$ cat config.mk
export PLATFORM = sky130hd
export DESIGN_NAME = line_buffer_ctrl
export DESIGN_NICKNAME = d
export VERILOG_FILES = /design/src/rtl/lb_pkg.sv /design/src/rtl/line_buffer_ctrl_wrap_counter.sv /design/src/rtl/line_buffer_ctrl.sv
export SDC_FILE = /design/constraint.sdc
export NUM_CORES = 1
export LEC_CHECK = 0
export CELL_PAD_IN_SITES_DETAIL_PLACEMENT = 0
export CELL_PAD_IN_SITES_GLOBAL_PLACEMENT = 1
export CORE_ASPECT_RATIO = 1.1
export CORE_MARGIN = 8
export CORE_UTILIZATION = 29
export CTS_BUF_LIST = sky130_fd_sc_hd__clkbuf_2
export DETAILED_ROUTE_END_ITERATION = 7
export PLACE_DENSITY_LB_ADDON = 0.1
export SKIP_CTS_REPAIR_TIMING = 1
export SYNTH_ARGS = -nofsm -noshare
export SYNTH_HDL_FRONTEND = slang
export SYNTH_SLANG_ARGS = --single-unit
$ cat constraint.sdc
create_clock -name clk -period 2.2 [get_ports clk]
set_input_delay 0.44 -clock clk [delete_from_list [all_inputs] [get_ports clk]]
set_output_delay 0.44 -clock clk [all_outputs]
set_load 0.01 [all_outputs]
$ cat src/rtl/lb_pkg.sv
// Shared types and helpers for the rotating row-buffer sequencer.
package lb_pkg;

    typedef enum logic [2:0] {
        IDLE,
        FILL,
        STREAM,
        FLUSH,
        DONE
    } lb_state_t;

    // Widest bank vector the helpers produce; callers keep the low KER_SIZE+1 bits.
    localparam int MAX_BANKS = 16;

    // One-hot select for bank idx.
    function automatic logic [MAX_BANKS-1:0] onehot_bank(input int unsigned idx);
        logic [MAX_BANKS-1:0] one;
        one = MAX_BANKS'(1);
        return one << idx;
    endfunction

    // Successor of bank idx in a ring of ker_size+1 banks.
    function automatic int unsigned next_bank(input int unsigned idx,
                                              input int unsigned ker_size);
        return (idx >= ker_size) ? 0 : idx + 1;
    endfunction

endpackage

$ cat src/rtl/line_buffer_ctrl_wrap_counter.sv
// Modulo counter with synchronous clear; wrap flags the enabled terminal count.
module wrap_counter #(
    parameter int MOD = 4,
    parameter int W   = (MOD > 1) ? $clog2(MOD) : 1
) (
    input  logic         clk,
    input  logic         rstn,
    input  logic         clr,
    input  logic         en,
    output logic [W-1:0] value,
    output logic         wrap
);

    localparam logic [W-1:0] LAST = W'(MOD - 1);

    assign wrap = en && (value == LAST);

    // Count on enable, return to zero after the last value or on clear.
    always_ff @(posedge clk or negedge rstn) begin
        if (!rstn) begin
            value <= '0;
        end else if (clr) begin
            value <= '0;
        end else if (en) begin
            value <= wrap ? '0 : value + W'(1);
        end
    end

endmodule

$ cat src/rtl/line_buffer_ctrl.sv
// Row-buffer sequencer: writes each image row into the next bank and reads
// the other banks at the same column to form one window column per issue.
module line_buffer_ctrl
    import lb_pkg::*;
#(
    parameter int KER_SIZE = 3,
    parameter int DW       = 32,
    parameter int IMG_W    = 32,
    parameter int IMG_H    = 32,
    parameter int AW       = $clog2(IMG_W),
    parameter int RW       = $clog2(IMG_H + 1)
) (
    input  logic                clk,
    input  logic                rstn,
    input  logic                start,
    input  logic                in_valid,
    output logic                in_ready,
    input  logic [DW-1:0]       in_data,
    output logic [AW-1:0]       sram_a,
    output logic [KER_SIZE:0]   sram_wen,
    output logic [KER_SIZE:0]   sram_ren,
    output logic [DW-1:0]       sram_d,
    output logic                col_valid,
    output logic [AW-1:0]       col_x,
    output logic [RW-1:0]       col_y,
    output logic                busy,
    output logic                done
);

    localparam int NB = KER_SIZE + 1;
    localparam int BW = (NB > 1) ? $clog2(NB) : 1;
    localparam logic [RW-1:0] FILL_LAST_ROW   = RW'(KER_SIZE - 1);
    localparam logic [RW-1:0] STREAM_LAST_ROW = RW'(IMG_H - 1);
    localparam logic [RW-1:0] KER_ROWS        = RW'(KER_SIZE);

    lb_state_t state, state_nxt;

    logic [AW-1:0]        x;
    logic [RW-1:0]        r;
    logic [BW-1:0]        bank;
    logic                 x_wrap;
    logic                 clr;
    logic                 fire;
    logic                 issue;
    logic                 rd_issue;
    logic [MAX_BANKS-1:0] oh_full;
    logic [NB-1:0]        bank_oh;
    logic                 unused_r_wrap;
    logic                 unused_bank_wrap;
    logic                 unused_oh_hi;

    assign in_ready = (state == FILL) || (state == STREAM);
    assign fire     = in_valid && in_ready;
    // The flush row issues every cycle so the last window rows drain without input.
    assign issue    = fire || (state == FLUSH);
    assign rd_issue = issue && ((state == STREAM) || (state == FLUSH));
    assign clr      = (state == IDLE) && start;
    assign busy     = (state != IDLE);
    assign sram_a   = x;

    assign oh_full      = onehot_bank(32'(bank));
    assign bank_oh      = oh_full[NB-1:0];
    assign unused_oh_hi = |oh_full[MAX_BANKS-1:NB];

    wrap_counter #(.MOD(IMG_W), .W(AW)) u_x_cnt (
        .clk   (clk),
        .rstn  (rstn),
        .clr   (clr),
        .en    (issue),
        .value (x),
        .wrap  (x_wrap)
    );

    wrap_counter #(.MOD(IMG_H + 1), .W(RW)) u_r_cnt (
        .clk   (clk),
        .rstn  (rstn),
        .clr   (clr),
        .en    (x_wrap),
        .value (r),
        .wrap  (unused_r_wrap)
    );

    wrap_counter #(.MOD(NB), .W(BW)) u_bank_cnt (
        .clk   (clk),
        .rstn  (rstn),
        .clr   (clr),
        .en    (x_wrap),
        .value (bank),
        .wrap  (unused_bank_wrap)
    );

    // State register.
    always_ff @(posedge clk or negedge rstn) begin
        if (!rstn) begin
            state <= IDLE;
        end else begin
            state <= state_nxt;
        end
    end

    // Next state and SRAM issue; the flush row writes zeros into the free bank.
    always_comb begin
        state_nxt = state;
        done      = 1'b0;
        sram_wen  = '0;
        sram_ren  = '0;
        sram_d    = '0;
        if (issue) begin
            sram_wen = bank_oh;
        end
        if (rd_issue) begin
            sram_ren = ~bank_oh;
        end
        if (fire) begin
            sram_d = in_data;
        end
        case (state)
            IDLE: begin
                if (start) begin
                    state_nxt = FILL;
                end
            end
            FILL: begin
                if (x_wrap && (r == FILL_LAST_ROW)) begin
                    state_nxt = (IMG_H == KER_SIZE) ? FLUSH : STREAM;
                end
            end
            STREAM: begin
                if (x_wrap && (r == STREAM_LAST_ROW)) begin
                    state_nxt = FLUSH;
                end
            end
            FLUSH: begin
                if (x_wrap) begin
                    state_nxt = DONE;
                end
            end
            DONE: begin
                done      = 1'b1;
                state_nxt = IDLE;
            end
            default: begin
                state_nxt = IDLE;
            end
        endcase
    end

    // Window column tag, aligned with the array's registered read data.
    always_ff @(posedge clk or negedge rstn) begin
        if (!rstn) begin
            col_valid <= 1'b0;
            col_x     <= '0;
            col_y     <= '0;
        end else begin
            col_valid <= rd_issue;
            if (rd_issue) begin
                col_x <= x;
                col_y <= r - KER_ROWS;
            end
        end
    end

endmodule

; ---- Yosys cells after proc, flatten, opt, wreduce, memory -nomap -nowiden
; Cells that the tools add are included.
[word_totals]
output_inout_bits = 60
regBits = 28
[classes]
n_addsub = 4
eq_ne = 13
muxes = 18
shifts = 1
n_reduce_logical = 16
bitwise_logic = 1
[op_table]
columns = op, count
row1 = two-way mux 32 bit, 1
row2 = two-way mux 6 bit, 3
row3 = two-way mux 5 bit, 3
row4 = two-way mux 3 bit, 4
row5 = case mux 3 bit (4 select lines), 1
row6 = logical AND 1 bit, 8
row7 = two-way mux 4 bit, 2
row8 = "adder 6 x 1 -> 6 bit, second input constant", 1
row9 = "== test 3 x 2 -> 1 bit, second input constant", 2
row10 = "== test 6 x 2 -> 1 bit, second input constant", 1
row11 = "== test 6 x 5 -> 1 bit, second input constant", 1
row12 = "== test 6 bit, second input constant", 1
row13 = two-way mux 2 bit, 3
row14 = "!= test 2 x 1 -> 1 bit, second input constant", 3
row15 = "subtractor 6 x 2 -> 6 bit, second input constant", 1
row16 = "adder 5 x 1 -> 5 bit, second input constant", 1
row17 = "== test 5 bit, second input constant", 1
row18 = inverter 4 bit, 1
row19 = AND reduction 4 bit, 1
row20 = nonzero test 2 bit, 2
row21 = "<< shifter 1 x 2 -> 4 bit, first input constant", 1
row22 = "== test 3 x 1 -> 1 bit, second input constant", 1
row23 = "== test 3 bit, second input constant", 1
row24 = logical NOT 3 bit, 1
row25 = other kinds (6), 8

; ---- Longest topological paths before layout
[depth]
ltp_word = 9
depth_mapped = 8
ltp_nobuf = 7

; ---- Hierarchy
; Synthesis repeated with hierarchy kept, for this count alone.
[unflattened]
cells_unflattened = 192
hier_area_um2 = 1799.2
[by_module_without_submodules]
columns = mod, seq_area_each_um2, area_each_um2, instances, cells_each
row1 = line_buffer_ctrl, 375.4, 1054.8, 1, 120
row2 = wrap_counter (u_r_cnt), 150.1, 365.4, 1, 36
row3 = wrap_counter (u_x_cnt), 125.1, 272.8, 1, 27
row4 = wrap_counter (u_bank_cnt), 50.0, 106.4, 1, 9

; ---- Least setup slack after synthesis
; No wires, ideal clock.
[synth_timing]
path_type = register -> register
startpoint = register u_x_cnt.value[0]
endpoint = register u_r_cnt.value[5]
setup_time_ns = 0.130
path_slack_ns = 0.170
t_arrival_ns = 1.900
path_stages_with_launch = 8
required_time_ns = 2.070
path_cell_list = dfrtp_1 > ha_1 > and3_1 > ha_1 > and4b_1 > a311oi_2 > or4_1 > a21oi_1
[synth_via]
elab_chain_cells = 6
elab_cells_between_ends = 7
cone_classes = eq/ne (1) / mux (3) / reduce/logical (3)
[synth_lines]
columns = element, line
row1 = from (decl), line_buffer_ctrl_wrap_counter.sv:10  ; output logic [W-1:0] value,
row2 = from (signal assigned), line_buffer_ctrl_wrap_counter.sv:25  ; value <= wrap ? '0 : value + W'(1);
row3 = == test 5 bit *, line_buffer_ctrl_wrap_counter.sv:16  ; assign wrap = en && (value == LAST);
row4 = logical AND 1 bit *, line_buffer_ctrl_wrap_counter.sv:16
row5 = logical AND 1 bit, line_buffer_ctrl_wrap_counter.sv:16
row6 = two-way mux 6 bit, line_buffer_ctrl_wrap_counter.sv:25
row7 = two-way mux 6 bit, line_buffer_ctrl_wrap_counter.sv:24  ; end else if (en) begin
row8 = two-way mux 6 bit, line_buffer_ctrl_wrap_counter.sv:22  ; end else if (clr) begin
row9 = to (signal assigned), line_buffer_ctrl_wrap_counter.sv:25
row10 = to (decl), line_buffer_ctrl_wrap_counter.sv:10
; Mark *: on every way between the ends. The rest lies on a longest branch, timed or not. The select of a mux whose other input is x is not followed.
; A chain may end at the register's enable or synchronous reset.

; ---- Worst setup path after layout
[layout_timing]
startpoint = register state[0]
endpoint = output port sram_ren[1]
[layout_via]
elab_chain_cells = 6
elab_cells_between_ends = 9
cone_classes = eq/ne (3) / mux (1) / reduce/logical (5)
[layout_lines]
columns = element, line
row1 = from (decl), line_buffer_ctrl.sv:36  ; lb_state_t state, state_nxt;
row2 = from (signal assigned), line_buffer_ctrl.sv:97  ; state <= state_nxt;
row3 = == test 3 x 1 -> 1 bit or == test 3 x 2 -> 1 bit (tied branches), "line_buffer_ctrl.sv:52, line_buffer_ctrl.sv:56"
row4 = logical OR 1 bit, line_buffer_ctrl.sv:52  ; assign in_ready = (state == FILL) || (state == STREAM);
row5 = logical AND 1 bit, line_buffer_ctrl.sv:53  ; assign fire = in_valid && in_ready;
row6 = logical OR 1 bit, line_buffer_ctrl.sv:55  ; assign issue = fire || (state == FLUSH);
row7 = logical AND 1 bit *, line_buffer_ctrl.sv:56  ; assign rd_issue = issue && ((state == STREAM) || (state == FLUSH));
row8 = two-way mux 4 bit *, line_buffer_ctrl.sv:111  ; if (rd_issue) begin
row9 = to (decl), line_buffer_ctrl.sv:21  ; output logic [KER_SIZE:0] sram_ren,
; Mark *: on every way between the ends. The rest lies on a longest branch, timed or not.

==> results.yml <==
power:
  pwr-share-seq_pct: 25.6
  p_switching_mw: 1.34
  p_int_mw: 2.13
  p_leak_nw: 1.55
  combPwrFrac_pct: 65.6
  irDropWorstVdd_uv: 452
  clockPowerShare_pct: 8.8
  switching_share_pct: 38.6
  power.total_mw: 3.47
  p_per_area_mw_per_mm2: 1150
critical_path:
  crit_required_ns: 1.76
  path_max_fanout: 8
  crit_type: "reg -> out"
  reg2reg_depth: 8
  crit_chain: "buf_4 -> o211ai_1 -> buf_4 -> nor2_1 -> clkdlybuf4s50_1"
  max_stage_delay_ns: 0.55
  cp-start-kind: "flop"
  rr_endpoint: "u_r_cnt.value[3]"
  cp-end-kind: "output pin"
  slowest_stage: "clkdlybuf4s50_1"
  regToRegSetupSlack_ns: 0.15
  r2r_start: "u_x_cnt.value[0]"
  crit_arrival_ns: 1.89
  crit_top_cell: "buf_4"
run_status:
  status: "finished with violations"
  violations: "negative setup slack"
routing:
  vias: 1883
  avgRoutedWirePerCell_um: 14.9
  postRouteAntennaNets: 0
  drt_iter0_markers: 83
  met3_length_um: 914
  routed_via_density: 4.80
  wl_met2_um: 2540
  post-route-drc-count: 0
  highest_layer: "met4"
  met1_length_um: 2330
  first_pass_iters: 4
  drt-total-wl_um: 5830
die:
  ios: 96
  die_h_um: 98.8
  die_w_um: 91.3
  core_area_mm2: 0.00608
  die_area_mm2: 0.00901
  start_util_pct: 29.7
  rows: 30
layout:
  area_growth_pct: 66.4
  layout.nets: 358
  final_cells: 392
  layout_common_cells: "clkdlybuf4s50_1 (53), and3_1 (36), dfrtp_1 (27)"
  finish.instance_area_mm2: 0.00301
  drive_gt1_share_pct: 24.7
  diodes: 0
  mostFrequentLayoutCell: "clkdlybuf4s50_1"
sta:
  timing.final.crit_share_pct: 106
  relSlewSlack_pct: 58.7
  hold_viol_final: 0
  fin_ws_ns: -0.132
  timing.fmax_mhz: 429
  whs_ns: 0.414
  rsz0062_at_grt: "true"
  final.min_clock_period_ns: 2.33
  finalClockSkew_ns: 0.00441
  slew_viol_final: 0
  tightest_slew_ns: 0.615
  tns_ns: -1.23
  setup_viol: 18
cts:
  cts_tree: "done"
  path_clk_slew_ns: 0.26
  clockBufferDepth: 2
  clock_sinks: 28
  clockRootBuffer: "clkbuf_2"
  cts_buffers: 3
  cts-htree-levels: 1
  clk_latency_ns: 0.35
placed_design:
  gp_congestion: 0.821
  hpwl_um: 4620
  place_area_mm2: 0.00295
  io_buffers: 95
  dp.cells: 383
synthesis:
  synth-compound-area-share_pct: 10.9
  yosysTopAreaCell: "dfrtp_1"
  yosys-mux-area-fraction_pct: 3.12
  netlist_instances: 202
  ys.flop_type: "dfrtp_1"
  synthAdderAreaFrac_pct: 6.99
  synth_top_cell_area_share_pct: 38.8
  syn_avg_cell_area_um2: 8.94
  yosys.area_share.simple_pct: 31.3
  synth_top_family_by_area: "simple AND/OR/NAND/NOR gates"
  synth-seq-cells: 28
  synth_area_mm2: 0.00181
  async_flop_share_pct: 100
  ys_warn_count: 0
  yosys-top-cells-area: "dfrtp_1 (39%), and3_1 (13%), ha_1 (6.2%)"
  synth_xor_area_share_pct: 2.91
  syn_nets: 247
  synth-seq-area-share_pct: 38.8
  synth-edff-count: 0
  synth.distinct_cells: 41
global_routing:
  track_usage_pct: 12.6
  first_global_vias: 1998
  grt_pass1_wl_um: 9540
  antenna_found_initial: 0
  grt_max_degree: 34
  grt_overflow: 0
run:
  cap_violations: 0
worst_hold_path:
  hp-class: "in -> async"
power by group through the flow:
stage	combinational [mW]	sequential, mW	clock (mW)
4_1_cts	2.25	0.896	0.318
5_1_grt	2.52	0.928	0.338
3_5_place_dp	2.24	0.909	0
3_3_place_gp	2.23	0.900	0
6_report	2.28	0.889	0.304
2_1_floorplan	1.00	0.970	0
per-stage QoR:
stage	setup WS, ns	util, %
2_1_floorplan	0.171	-
5_1_grt	-0.223	49.4
3_3_place_gp	-0.264	48.6
4_1_cts	-0.325	49.3
3_5_place_dp	-0.270	48.6
6_report	-0.132	49.4
layer usage:
layer,GRT usage [%],vias to the layer above
li1,-,940
met1,14.1,855
met2,18.9,86
met3,9.20,2
met4,3.03,0
met5,0,-
area by class of cell:
| type | count | area (um2) |
|---|---|---|
| clock buffer | 3 | 15.0 |
| clock inverter | 1 | 30.0 |
| fill | 612 | 3070 |
| inverter | 7 | 28.8 |
| multi-input combinational | 151 | 1010 |
| sequential | 28 | 702 |
| tap | 80 | 100 |
| timing repair buffer | 122 | 1120 |
synthesized netlist by cell type (5+ instances only):
cell type	instances
inv_1	6
clkbuf_1	11
and3_1	37
dfrtp_1	28
nor2_1	10
nand3_1	5
ha_1	9
mux2_2	5
nand2_1	17
nor3_1	6
o21ai_0	10
a21oi_1	11
worst max-delay path: cells and delay by family (launching register included):
kind / cells / cell delay (ns)
compound gates: 1 / 0.10
buf+inv: 3 / 0.91
simple gates: 1 / 0.10
flops: 1 / 0.44
worst max path at each step:
stage                     slack (ns)  cells past startpoint               end        startpoint
after global routing           -0.22                      5       sram_ren[1]          state[1]
after floorplan                 0.17                      7  u_r_cnt.value[5]  u_x_cnt.value[0]
after CTS                      -0.33                      5        sram_d[28]          state[0]
after detailed placement       -0.27                      4        sram_d[18]          in_valid
final                          -0.13                      5       sram_ren[1]          state[0]
after global placement         -0.26                      4        sram_d[18]          in_valid
kinds of logic after synthesis:
group	Yosys count
DFF	28
muxes	5
and+or+nand+nor	98
adders and majority gates	10
buffers and inverters	23
AOI/OAI and AO/OA	32
xor gates and xnor gates	6
flip-flops by register name, indices dropped and copies added (netlist names):
signal,count
col_y,6
u_r_cnt.value,6
col_x,5
u_x_cnt.value,5
state,3
u_bank_cnt.value,2
col_valid,1
(Power assumes the default switching activity.)
